**config.mk**
```make
export PLATFORM = sky130hd
export DESIGN_NAME = config_chain_loader
export DESIGN_NICKNAME = d
export VERILOG_FILES = /design/src/rtl/config_chain_loader.sv
export SDC_FILE = /design/constraint.sdc
export NUM_CORES = 1
export LEC_CHECK = 0
export ABC_AREA = 1
export CAP_MARGIN = 15
export CELL_PAD_IN_SITES_DETAIL_PLACEMENT = 0
export CELL_PAD_IN_SITES_GLOBAL_PLACEMENT = 1
export CORE_UTILIZATION = 37
export DETAILED_ROUTE_END_ITERATION = 8
export PLACE_DENSITY = 0.85
export SYNTH_ARGS = -nofsm -noshare
export SYNTH_HDL_FRONTEND = slang
export SYNTH_SLANG_ARGS = --single-unit
```
**constraint.sdc**
```tcl
create_clock -name clk -period 1.8 [get_ports clk]
set_input_delay 0.36 -clock clk [delete_from_list [all_inputs] [get_ports clk]]
set_output_delay 0.36 -clock clk [all_outputs]
set_load 0.01 [all_outputs]
```
**src/rtl/config_chain_loader.sv**
```systemverilog
// -----------------------------------------------------------------------------
// config_chain_loader
//
// Writer side of the fabric configuration interface. Bitstream words arrive on
// a valid/ready stream and are serialised LSB-first onto the config scan chain,
// one bit per clk. cset is held low while the chain is being written and rises
// in DONE, so the fabric only applies a completely loaded configuration.
//
// Optional feature macro: CFG_CHECKSUM_EN
//   When defined, after the last chain bit one extra word is accepted and
//   compared with the mod-2^WORD_W sum of all accepted data words. A mismatch
//   sets the sticky err flag and keeps cset low (done still pulses).
//   When undefined there is no CHECK state and err is tied to 0.
//
// Handshake: a word transfers on every rising clk edge where s_valid and
// s_ready are both 1. s_ready does not depend on s_valid. The source must hold
// s_data stable while s_valid is 1 and s_ready is 0.
//
// Ports
//   clk          in   clock
//   rst          in   synchronous active-high reset
//   start        in   1-cycle pulse, begins a load (ignored unless idle)
//   s_data       in   bitstream word, LSB shifted first
//   s_valid      in   s_data valid
//   s_ready      out  loader accepts s_data this cycle
//   cfg_sout     out  serial config data to the chain head
//   cfg_shift    out  chain shift enable
//   cset         out  1 = fabric applies configuration
//   busy         out  load in progress (LOAD/SHIFT/CHECK)
//   done         out  1-cycle pulse at end of load
//   err          out  sticky checksum error
//   o_dbg_state  out  current FSM state (debug)
// -----------------------------------------------------------------------------
module config_chain_loader #(
  parameter int CHAIN_LEN = 44,
  parameter int WORD_W    = 8
) (
  input  logic              clk,
  input  logic              rst,
  input  logic              start,
  input  logic [WORD_W-1:0] s_data,
  input  logic              s_valid,
  output logic              s_ready,
  output logic              cfg_sout,
  output logic              cfg_shift,
  output logic              cset,
  output logic              busy,
  output logic              done,
  output logic              err,
  output logic [2:0]        o_dbg_state
);

  localparam int CNT_W = $clog2(CHAIN_LEN + 1);
  localparam int BIT_W = (WORD_W > 1) ? $clog2(WORD_W) : 1;

  typedef enum logic [2:0] {
    S_IDLE  = 3'd0,
    S_LOAD  = 3'd1,
    S_SHIFT = 3'd2,
    S_CHECK = 3'd3,
    S_DONE  = 3'd4
  } state_t;

  state_t            r_state;
  state_t            w_next;
  logic [WORD_W-1:0] r_shreg;
  logic [CNT_W-1:0]  r_cnt;
  logic [BIT_W-1:0]  r_bit;
  logic              r_cset;
  logic              w_last_bit;
  logic              w_word_end;

`ifdef CFG_CHECKSUM_EN
  logic [WORD_W-1:0] r_sum;
  logic              r_err;
`endif

  // The chain ends partway through the final word; the count decides that,
  // so the unused upper bits of the last word are simply never shifted.
  assign w_last_bit = (r_cnt == CNT_W'(CHAIN_LEN - 1));
  assign w_word_end = (r_bit == BIT_W'(WORD_W - 1));

  // Next-state logic
  always_comb begin
    w_next = r_state;
    case (r_state)
      S_IDLE:  if (start)   w_next = S_LOAD;
      S_LOAD:  if (s_valid) w_next = S_SHIFT;
      S_SHIFT: begin
        if (w_last_bit) begin
`ifdef CFG_CHECKSUM_EN
          w_next = S_CHECK;
`else
          w_next = S_DONE;
`endif
        end else if (w_word_end) begin
          w_next = S_LOAD;
        end
      end
`ifdef CFG_CHECKSUM_EN
      S_CHECK: if (s_valid) w_next = S_DONE;
`endif
      S_DONE:  w_next = S_IDLE;
      default: w_next = S_IDLE;
    endcase
  end

  // Outputs decoded from state
  always_comb begin
    s_ready   = 1'b0;
    cfg_shift = 1'b0;
    cfg_sout  = 1'b0;
    busy      = 1'b0;
    done      = 1'b0;
    case (r_state)
      S_LOAD: begin
        s_ready = 1'b1;
        busy    = 1'b1;
      end
      S_SHIFT: begin
        cfg_shift = 1'b1;
        cfg_sout  = r_shreg[0];
        busy      = 1'b1;
      end
      S_CHECK: begin
        s_ready = 1'b1;
        busy    = 1'b1;
      end
      S_DONE:  done = 1'b1;
      default: ;
    endcase
  end

  assign cset        = r_cset;
  assign o_dbg_state = r_state;

`ifdef CFG_CHECKSUM_EN
  assign err = r_err;
`else
  assign err = 1'b0;
`endif

  // State and datapath registers
  always_ff @(posedge clk) begin
    if (rst) begin
      r_state <= S_IDLE;
      r_shreg <= '0;
      r_cnt   <= '0;
      r_bit   <= '0;
      r_cset  <= 1'b0;
`ifdef CFG_CHECKSUM_EN
      r_sum   <= '0;
      r_err   <= 1'b0;
`endif
    end else begin
      r_state <= w_next;
      case (r_state)
        S_IDLE: begin
          if (start) begin
            r_cnt  <= '0;
            r_bit  <= '0;
            r_cset <= 1'b0;
`ifdef CFG_CHECKSUM_EN
            r_sum  <= '0;
            r_err  <= 1'b0;
`endif
          end
        end
        S_LOAD: begin
          if (s_valid) begin
            r_shreg <= s_data;
            r_bit   <= '0;
`ifdef CFG_CHECKSUM_EN
            // Full word is summed, including bits that never reach the chain.
            r_sum   <= r_sum + s_data;
`endif
          end
        end
        S_SHIFT: begin
          r_shreg <= r_shreg >> 1;
          r_cnt   <= r_cnt + CNT_W'(1);
          r_bit   <= r_bit + BIT_W'(1);
`ifndef CFG_CHECKSUM_EN
          if (w_last_bit) r_cset <= 1'b1;
`endif
        end
`ifdef CFG_CHECKSUM_EN
        S_CHECK: begin
          if (s_valid) begin
            if (s_data != r_sum) r_err  <= 1'b1;
            else                 r_cset <= 1'b1;
          end
        end
`endif
        default: ;
      endcase
    end
  end

endmodule

```
Yosys cells after proc, flatten, opt, wreduce, memory -nomap -nowiden
Cells that the tools add are included.

Output and inout bits: 10. Word-level logic and storage cells: 48. Register bits after elaboration: 21. Input port bits: 12.

Reduce and logical (&&, ||, !) cells: 11. Equal/unequal tests: 10. Muxes and demuxes: 20. Add/sub/neg operators: 2.

Operators with widths (number): $mux W3 (6); $pmux W3 S3 (2); $pmux W8 S2 (1); $pmux W6 S2 (1); $reduce_and A3 Y1 (3); $mux W8 (1); $mux W1 (7); $add A6 B1 Y6 const B (1); $eq A3 B2 Y1 const B (2); $eq A3 B3 Y1 const B (2); $eq A6 B6 Y1 const B (1); $mux W6 (1); $ne A2 B2 Y1 const B (3); $reduce_and A2 Y1 (2); $reduce_bool A2 Y1 (2); $add A3 B1 Y3 const B (1); $eq A3 B1 Y1 const B (1); $logic_not A3 Y1 (1); $ne A3 B3 Y1 const B (1); $reduce_bool A3 Y1 (1); $reduce_or A3 Y1 (1); $pmux W1 S2 (1); $reduce_or A2 Y1 (1).

Longest topological paths before layout
Gate-level depths: netlist (run 1).

Word-level depth: 4. Mapped depth: 8. Depth with buffers taken out: 8.

Least setup slack after synthesis (run 1)
No wires, ideal clock.

Path type: flip-flop to output port. Start point: reg r_state[1], in the netlist o_dbg_state[1]. End point: out cfg_sout. Stages on the path, launching flop included: 6. Arrival: 1099 ps. Path slack: 341 ps. Data required time: 1440 ps. Path buffers: 1. Cells stage by stage: dfxtp_1 inv_2 nor3_4 inv_2 buf_2 nor2_1.

Word-level cells in the longest chain between the ends: 2.

RTL lines: from (decl) (line 64) `state_t r_state;`; from (signal assigned) (line 156) `r_state <= w_next;`; $eq A3 B2 Y1 (line 115) `case (r_state)`; $mux W1 (line 115); to (decl) (line 44) `output logic cfg_sout,`.

No other way between the ends.

Worst setup path after layout (run 1)
Start point: reg r_state[2], in the netlist o_dbg_state[2]. End point: out o_dbg_state[2].

RTL lines: to (decl) (line 50) `output logic [2:0] o_dbg_state`.

No word-level cell between the ends.

==> flow_metrics.py, run 1 <==
metrics = {
    "timing": {
        "grt_setup_unrepaired": "no",
        "fmax_mhz": 578,
        "hold_viol": 0,
        "period_minus_slack_ns": 1.73,
        "setup_tns_ns": 0,
        "worst_clock_skew_ns": 0.00374,
        "hold_ws_ns": 0.455,
        "maxSlewViolCount": 0,
        "post-route-worst-setup-slack_ns": 0.0711,
        "fin_crit_sh_pct": 96.0,
        "final-setup-viol-count": 0,
    },
    "power": {
        "power_density_nw_per_um2": 867,
        "peakVddDrop_mv": 0.477,
        "total_power_mw": 1.17,
        "leakage_nw": 0.636,
    },
    "placed_design": {
        "dpl_worst_slack_ns": 0.172,
        "dpl.cell_count": 216,
        "dpl-instance-area_sq_um": 1330,
        "hpwl_mm": 1.71,
        "port_buffers": 20,
        "place.gp.congestion": 0.790,
    },
    "clock_tree": {
        "clk_pin_slew_ns": 0.11,
        "cts_tree": "yes",
        "clkLatencyLatePin_ns": 0.30,
        "clock_path_buffers": 2,
        "cts_hold_buffers": 0,
        "htreeDepth": 1,
        "cts_root_buffer": "clkbuf_4",
        "cts_made_buffers": 3,
        "cts.sinks": 21,
    },
    "detailed_routing": {
        "viasPerCell": 4.65,
        "drt_iter0_drc": 19,
        "routedWlPerCell_um": 10.3,
        "drt_wl_total_mm": 2.26,
        "drt-pass1-iter-count": 4,
        "drc": 0,
        "vias": 1022,
        "antenna_left": 0,
    },
    "synth": {
        "synth-warning-count": 0,
        "syn_nets": 178,
        "ys_seq_area_share_pct": 39.5,
        "ys_ff_latch": 21,
        "yosysUniqueCellTypes": 19,
        "syn_inst": 163,
        "synth.avg_cell_area_sq_um": 6.53,
        "synth_area_sq_um": 1060,
    },
    "finish": {
        "nets": 205,
        "design_area_sq_um": 1350,
        "drive_gt1_share_pct": 10.1,
        "diodes": 0,
        "areaGrowthSynthToFinish_pct": 26.7,
        "fin_util_pct": 49.3,
        "final_cells": 220,
    },
    "setup_path": {
        "worst-path-max-fanout": 6,
        "endpoint_kind": "output pin",
        "start_kind": "flop",
        "criticalPathCategory": "reg -> out",
        "worstPathArrival_ns": 1.37,
        "crit_required_ns": 1.44,
    },
    "die": {
        "rows": 19,
        "dieArea_sq_um": 3100,
        "num_io_pins": 22,
        "die_w_um": 55.6,
        "die_h_um": 55.6,
        "core_sq_um": 2730,
        "initial_core_util_pct": 38.9,
    },
    "grt": {
        "grt_pass1_wl_mm": 3.82,
        "overflow": 0,
        "antenna_found_initial": 0,
        "grt.total_usage_pct": 15.5,
        "grt_max_degree": 15,
        "grt_pass1_vias": 887,
    },
    "job": {
        "drv_cap": 0,
    },
    "outcome": {
        "status": "finished clean",
    },
    "worst_hold_path": {
        "hold_path_class": "reg -> reg",
    },
}
## area by class of cell
cell class,count,area [sq um]
timing repair buffer,28,254
tap,31,38.8
sequential,21,423
clock buffer,3,22.5
multi-input combinational,118,538
clock inverter,1,5.00
fill,283,1390
inverter,18,67.6
## cell usage in the layout (no fill, tap or decap), drive strengths merged
cell           Yosys  routed
clkdlybuf4s50      0      15
nor2              30      30
dfxtp             21      21
conb               1       1
dlygate4sd2        0       5
inv               18      18
nand4              2       2
o21ai             12      12
nand2             46      46
a21oi             12      12
clkbuf             2       3
clkinv             0       1
buf                4       8
nand3              9       9
ha                 3       3
nor3               3       3
## flip-flops by register name, summed over array words and instances, names as in the netlist
register / flops
cset: 1
r_cnt: 6
r_bit: 3
r_shreg: 8
o_dbg_state: 3
## timing repair
action / 4_1_cts / 5_1_grt
endpoints found under the setup margin: 6 / 0
setup buffers: 0 / 0
resized for setup: 7 / 0
## cell families after synthesis
family | share of synthesized area [%]
flops | 39.5
compound gates | 11.3
simple gates | 35.4
other cells | 0.352
fa+ha+maj | 3.53
buf+inv | 9.99
## worst paths after layout
| kind | from | end | slack, ns | depth (start not counted) |
|---|---|---|---|---|
| worst max-delay path | o_dbg_state[2] | o_dbg_state[2] | 0.07 | 2 |
| worst min-delay path | cset | cset | 0.45 | 2 |
| worst max register to register | o_dbg_state[0] | r_shreg[1] | 0.40 | 7 |
| worst min register to register | cset | cset | 0.45 | 2 |
## synth_stat cells
cell type | n | area (sq um)
buf_6 | 1 | 11.3
inv_1 | 16 | 60.1
conb_1 | 1 | 3.75
nor3_1 | 1 | 5.00
nand2_2 | 1 | 6.26
buf_2 | 1 | 5.00
nand2_1 | 45 | 169
o21ai_0 | 12 | 60.1
dfxtp_1 | 21 | 420
nor3_2 | 1 | 10.0
inv_2 | 2 | 7.51
ha_1 | 3 | 37.5
nor2_1 | 30 | 113
nand4_1 | 2 | 12.5
buf_4 | 2 | 15.0
clkbuf_1 | 2 | 7.51
a21oi_1 | 12 | 60.1
nand3_1 | 9 | 45.0
nor3_4 | 1 | 16.3
## worst max-delay path, cell delays in order (launching register included)
cell and delay, ns:
dfxtp_2 0.38, buf_4 0.15, clkdlybuf4s50_1 0.53
## layer usage
metal	global-route usage [%]	wire length [um]	vias to the layer above
met5	0	0	-
met4	6.43	35	0
met3	2.33	73	4
met2	24.8	1000	20
met1	21.1	1150	436
li1	-	-	562
## power breakdown
group / switching [mW] / internal (mW)
Clock: 0.145 / 0.0829
Combinational: 0.223 / 0.161
Sequential: 0.0331 / 0.525
Power figures use the tool's default switching activity.
==> inputs of run 2 (changes only) <==
- GPL_TIMING_DRIVEN: default -> 0
==> flow_metrics.py, run 2 (synthesis gave the netlist of run 1 again) <==
metrics = {
    "finish": {
        "fill_cells": 286,
        "largest_reg_flops": 8,
        "largest_registers": "r_shreg x8, r_cnt x6",
        "areaGrowthSynthToFinish_pct": 26.7,
        "nets": 204,
        "regArea_sq_um": 429,
        "design_area_sq_um": 1350,
        "diodes": 0,
        "multi_input_area_sq_um": 543,
        "final_common_cell": "nand2_1",
        "drive_gt1_share_pct": 11.7,
        "layout_common_cells": "nand2_1, nor2_1, dfxtp_1",
        "top_register": "r_shreg",
    },
    "timing": {
        "post-route-worst-setup-slack_ns": 0.0862,
        "maxSlewViolCount": 0,
        "grt_setup_unrepaired": "no",
        "setup_tns_ns": 0,
        "hold_ws_ns": 0.409,
        "worst_clock_skew_ns": 0.00646,
        "period_minus_slack_ns": 1.71,
        "hold_viol": 0,
        "fmax_mhz": 583,
        "final-setup-viol-count": 0,
        "fin_crit_sh_pct": 95.2,
    },
    "setup_path": {
        "endpoint_kind": "output pin",
        "crit_family": "buffers and inverters",
        "start_kind": "flop",
        "crit_path_top_delay_cell": "clkdlybuf4s50_1",
        "criticalPathCategory": "reg -> out",
        "path_cells": "buf_4 -> clkdlybuf4s50_1",
        "worst-path-max-fanout": 5,
        "critPathBufInv": 2,
        "worstPathArrival_ns": 1.35,
        "crit_required_ns": 1.44,
        "slowest_delay_ns": 0.54,
    },
    "clock_tree": {
        "clkLatencyLatePin_ns": 0.30,
        "htreeDepth": 1,
        "clk_pin_slew_ns": 0.12,
        "clock_path_buffers": 2,
        "cts.sinks": 21,
        "cts_tree": "yes",
        "cts_made_buffers": 3,
        "cts_root_buffer": "clkbuf_4",
    },
    "die": {
        "core_sq_um": 2730,
        "die_h_um": 55.6,
        "dieArea_sq_um": 3100,
        "num_io_pins": 22,
        "die_w_um": 55.6,
        "rows": 19,
        "initial_core_util_pct": 38.9,
    },
    "grt": {
        "antenna_found_initial": 0,
        "grt_pass1_wl_mm": 4.20,
        "overflow": 0,
        "grt_max_degree": 13,
        "grt_pass1_vias": 1004,
        "grt.total_usage_pct": 16.9,
    },
    "placed_design": {
        "dpl-instance-area_sq_um": 1290,
        "port_buffers": 19,
        "hpwl_mm": 1.68,
        "place.gp.congestion": 0.819,
        "dpl_worst_slack_ns": -0.203,
    },
    "power": {
        "power_density_nw_per_um2": 878,
        "leakage_nw": 0.622,
        "peakVddDrop_mv": 0.451,
    },
    "detailed_routing": {
        "antenna_left": 0,
        "routedWlPerCell_um": 10.9,
        "drt_iter0_drc": 42,
        "drc": 0,
        "drt-pass1-iter-count": 4,
        "vias": 1056,
        "viasPerCell": 4.82,
        "drt_wl_total_mm": 2.39,
    },
    "job": {
        "drv_cap": 0,
    },
    "worst_hold_path": {
        "hold_path_class": "in -> reg",
    },
    "outcome": {
        "status": "finished clean",
    },
}
[run 2: worst register-to-register path, delay by kind of cell (launching register included)]
kind | cells | cell delay [ns]
simple gates | 3 | 0.37
flops | 1 | 0.38
buf+inv | 4 | 0.48
compound gates | 1 | 0.16
[run 2: metal layers]
metal  share of wire (%)  vias up  track usage (%)
met2                  45       29             27.7
met4                0.67        0             7.86
met1                  49      460             21.8
met3                 5.0        2             2.56
met5                   0        -                0
li1                    -      565                -
[run 2: cell type report]
class / count / area share (%)
Tap cell: 31 / 2.88
Sequential cell: 21 / 31.8
Clock inverter: 1 / 0.371
Clock buffer: 3 / 1.67
Timing Repair Buffer: 23 / 16.0
Multi-Input combinational cell: 118 / 40.3
Inverter: 18 / 5.01
Buffer: 4 / 1.95
[run 2: worst paths after layout]
path / from / to / slack [ns] / cells past startpoint
setup / recovery: o_dbg_state[1] / o_dbg_state[1] / 0.09 / 2
hold / removal: rst / r_bit[0] / 0.41 / 2
setup reg to reg: o_dbg_state[1] / o_dbg_state[0] / 0.32 / 8
hold reg to reg: cset / cset / 0.46 / 2
[run 2: repair_timing]
item                                    in CTS  in global routing
setup buffers                                4                  0
gates cloned                                 0                  0
hold buffers                                 0                  0
endpoints found under the setup margin       7                  2
gates resized for setup                     17                  2
pin swaps                                    1                  0
[run 2: power breakdown]
group | leakage, nW | total (mW) | switching (mW) | internal (mW)
Combinational | 0.432 | 0.378 | 0.219 | 0.159
Clock | 0.0177 | 0.228 | 0.145 | 0.0828
Sequential | 0.173 | 0.577 | 0.0489 | 0.528
Total | 0.622 | 1.18 | 0.414 | 0.770
[run 2: metrics by stage]
step | utilization (%) | power (mW) | std cells
6_report | 49.3 | 1.18 | 219
5_1_grt | 49.3 | 1.27 | 219
4_1_cts | 49.4 | 1.19 | 220
3_5_place_dp | 47.3 | 0.946 | 213
3_3_place_gp | 47.3 | 0.938 | 213
2_1_floorplan | - | 0.807 | 163
==> inputs of run 3 (changes only) <==
- PLACE_DENSITY: 0.85 -> default
- PLACE_DENSITY_LB_ADDON: default -> 0.25
==> flow_metrics.py, run 3 (synthesis gave the netlist of run 1 again) <==
metrics = {
    "outcome": {
        "status": "finished clean",
    },
    "finish": {
        "nets": 205,
        "largest_registers": "r_shreg x8, r_cnt x6",
        "drive_gt1_share_pct": 10.6,
        "areaGrowthSynthToFinish_pct": 28.2,
        "diodes": 0,
        "fill_cells": 292,
        "regArea_sq_um": 432,
        "multi_input_area_sq_um": 538,
        "final_common_cell": "nand2_1",
        "top_register": "r_shreg",
        "largest_reg_flops": 8,
        "layout_common_cells": "nand2_1, nor2_1, dfxtp_1",
    },
    "clock_tree": {
        "clock_path_buffers": 2,
        "cts_root_buffer": "clkbuf_4",
        "clkLatencyLatePin_ns": 0.29,
        "clk_pin_slew_ns": 0.11,
        "htreeDepth": 1,
        "cts_made_buffers": 3,
        "cts.sinks": 21,
        "cts_tree": "yes",
        "cts_hold_buffers": 0,
    },
    "placed_design": {
        "place.gp.congestion": 0.804,
        "hpwl_mm": 1.65,
        "port_buffers": 19,
    },
    "detailed_routing": {
        "drc": 0,
        "drt_iter0_drc": 27,
        "drt_wl_total_mm": 2.29,
        "antenna_left": 0,
        "wl_met3_um": 99,
        "viasPerCell": 4.61,
        "vias": 1015,
        "top_layer_used": "met4",
        "wl_met1_mm": 1.19,
        "drt-pass1-iter-count": 4,
        "met2_length_um": 984,
        "routedWlPerCell_um": 10.4,
    },
    "setup_path": {
        "worstPathArrival_ns": 1.38,
        "start_kind": "flop",
        "endpoint_kind": "output pin",
        "worst-path-max-fanout": 11,
        "crit_required_ns": 1.44,
        "criticalPathCategory": "reg -> out",
        "reg2reg_slack_ns": 0.31,
    },
    "timing": {
        "setup_tns_ns": 0,
        "hold_ws_ns": 0.407,
        "fin_crit_sh_pct": 96.4,
        "worst_clock_skew_ns": 0.00160,
        "hold_viol": 0,
        "fmax_mhz": 576,
        "final-setup-viol-count": 0,
        "period_minus_slack_ns": 1.74,
        "grt_setup_unrepaired": "yes",
        "maxSlewViolCount": 0,
    },
    "grt": {
        "overflow": 0,
        "grt_pass1_vias": 929,
        "grt.total_usage_pct": 15.7,
        "grt_pass1_wl_mm": 3.94,
        "grt_max_degree": 12,
        "antenna_found_initial": 0,
    },
    "power": {
        "power_density_nw_per_um2": 867,
        "leakage_nw": 0.643,
        "peakVddDrop_mv": 0.510,
    },
    "die": {
        "rows": 19,
        "die_w_um": 55.6,
        "die_h_um": 55.6,
        "core_sq_um": 2730,
        "num_io_pins": 22,
        "initial_core_util_pct": 38.9,
        "dieArea_sq_um": 3100,
    },
    "job": {
        "drv_cap": 0,
    },
    "worst_hold_path": {
        "hold_path_class": "in -> reg",
    },
}
run 3: cell types whose count changed in the layout (fill, tap and decap cells not counted), sizes merged:
| cell | before | now |
|---|---|---|
| dlygate4sd2 | 3 | 1 |
| dlymetal6s2s | 0 | 2 |
| clkbuf | 5 | 6 |
| clkdlybuf4s15 | 1 | 2 |
| clkinv | 1 | 0 |
run 3: area by class of cell:
class                   instances  share of cell area (%)
well taps                      31                    2.84
repair buffers                 24                    17.1
flip-flops and latches         21                    31.6
inverters                      18                    5.13
plain buffers                   4                    1.92
clock buffers                   4                    1.92
multi-input cells             118                    39.4
run 3: worst max-delay path, cell delays in order, from the launching register on:
cell and delay (ns):
dfxtp_4 0.38, nor3_4 0.24, buf_4 0.22, clkdlybuf4s15_2 0.24
run 3: power by group:
group | switching, mW | leakage, nW | internal, mW
clock | 0.135 | 0.0150 | 0.0862
sequential | 0.0410 | 0.173 | 0.527
combinational | 0.221 | 0.455 | 0.174
total | 0.396 | 0.643 | 0.787
run 3: path summary, 6_finish.rpt:
kind	startpoint	endpoint	cells past startpoint
hold / removal	rst	o_dbg_state[2]	2
setup / recovery	o_dbg_state[0]	cfg_shift	3
hold reg to reg	cset	cset	2
setup reg to reg	o_dbg_state[0]	o_dbg_state[0]	7
run 3: layer usage:
layer  GRT usage (%)  vias up
met5               0        -
met4            5.36        0
met3            2.33        2
met2            24.8       18
met1            22.0      432
li1                -      563
run 3: repair_timing:
item / 4_1_cts / 5_1_grt
resized for setup: 13 / 3
setup endpoints to repair: 6 / 4
pin swaps: 1 / 1
buffers inserted: 3 / 2
run 3: per-stage QoR:
stage / instances / setup slack [ns] / cell area (sq um) / total power, mW / util [%]
after floorplan: 163 / 0.341 / 1060 / 0.807 / -
after global routing: 220 / -0.00471 / 1370 / 1.27 / 49.9
final: 220 / 0.0649 / 1370 / 1.18 / 49.9
after CTS: 218 / 0.0136 / 1340 / 1.18 / 49.1
after global placement: 213 / -0.163 / 1290 / 0.941 / 47.3
after detailed placement: 213 / -0.198 / 1290 / 0.947 / 47.3
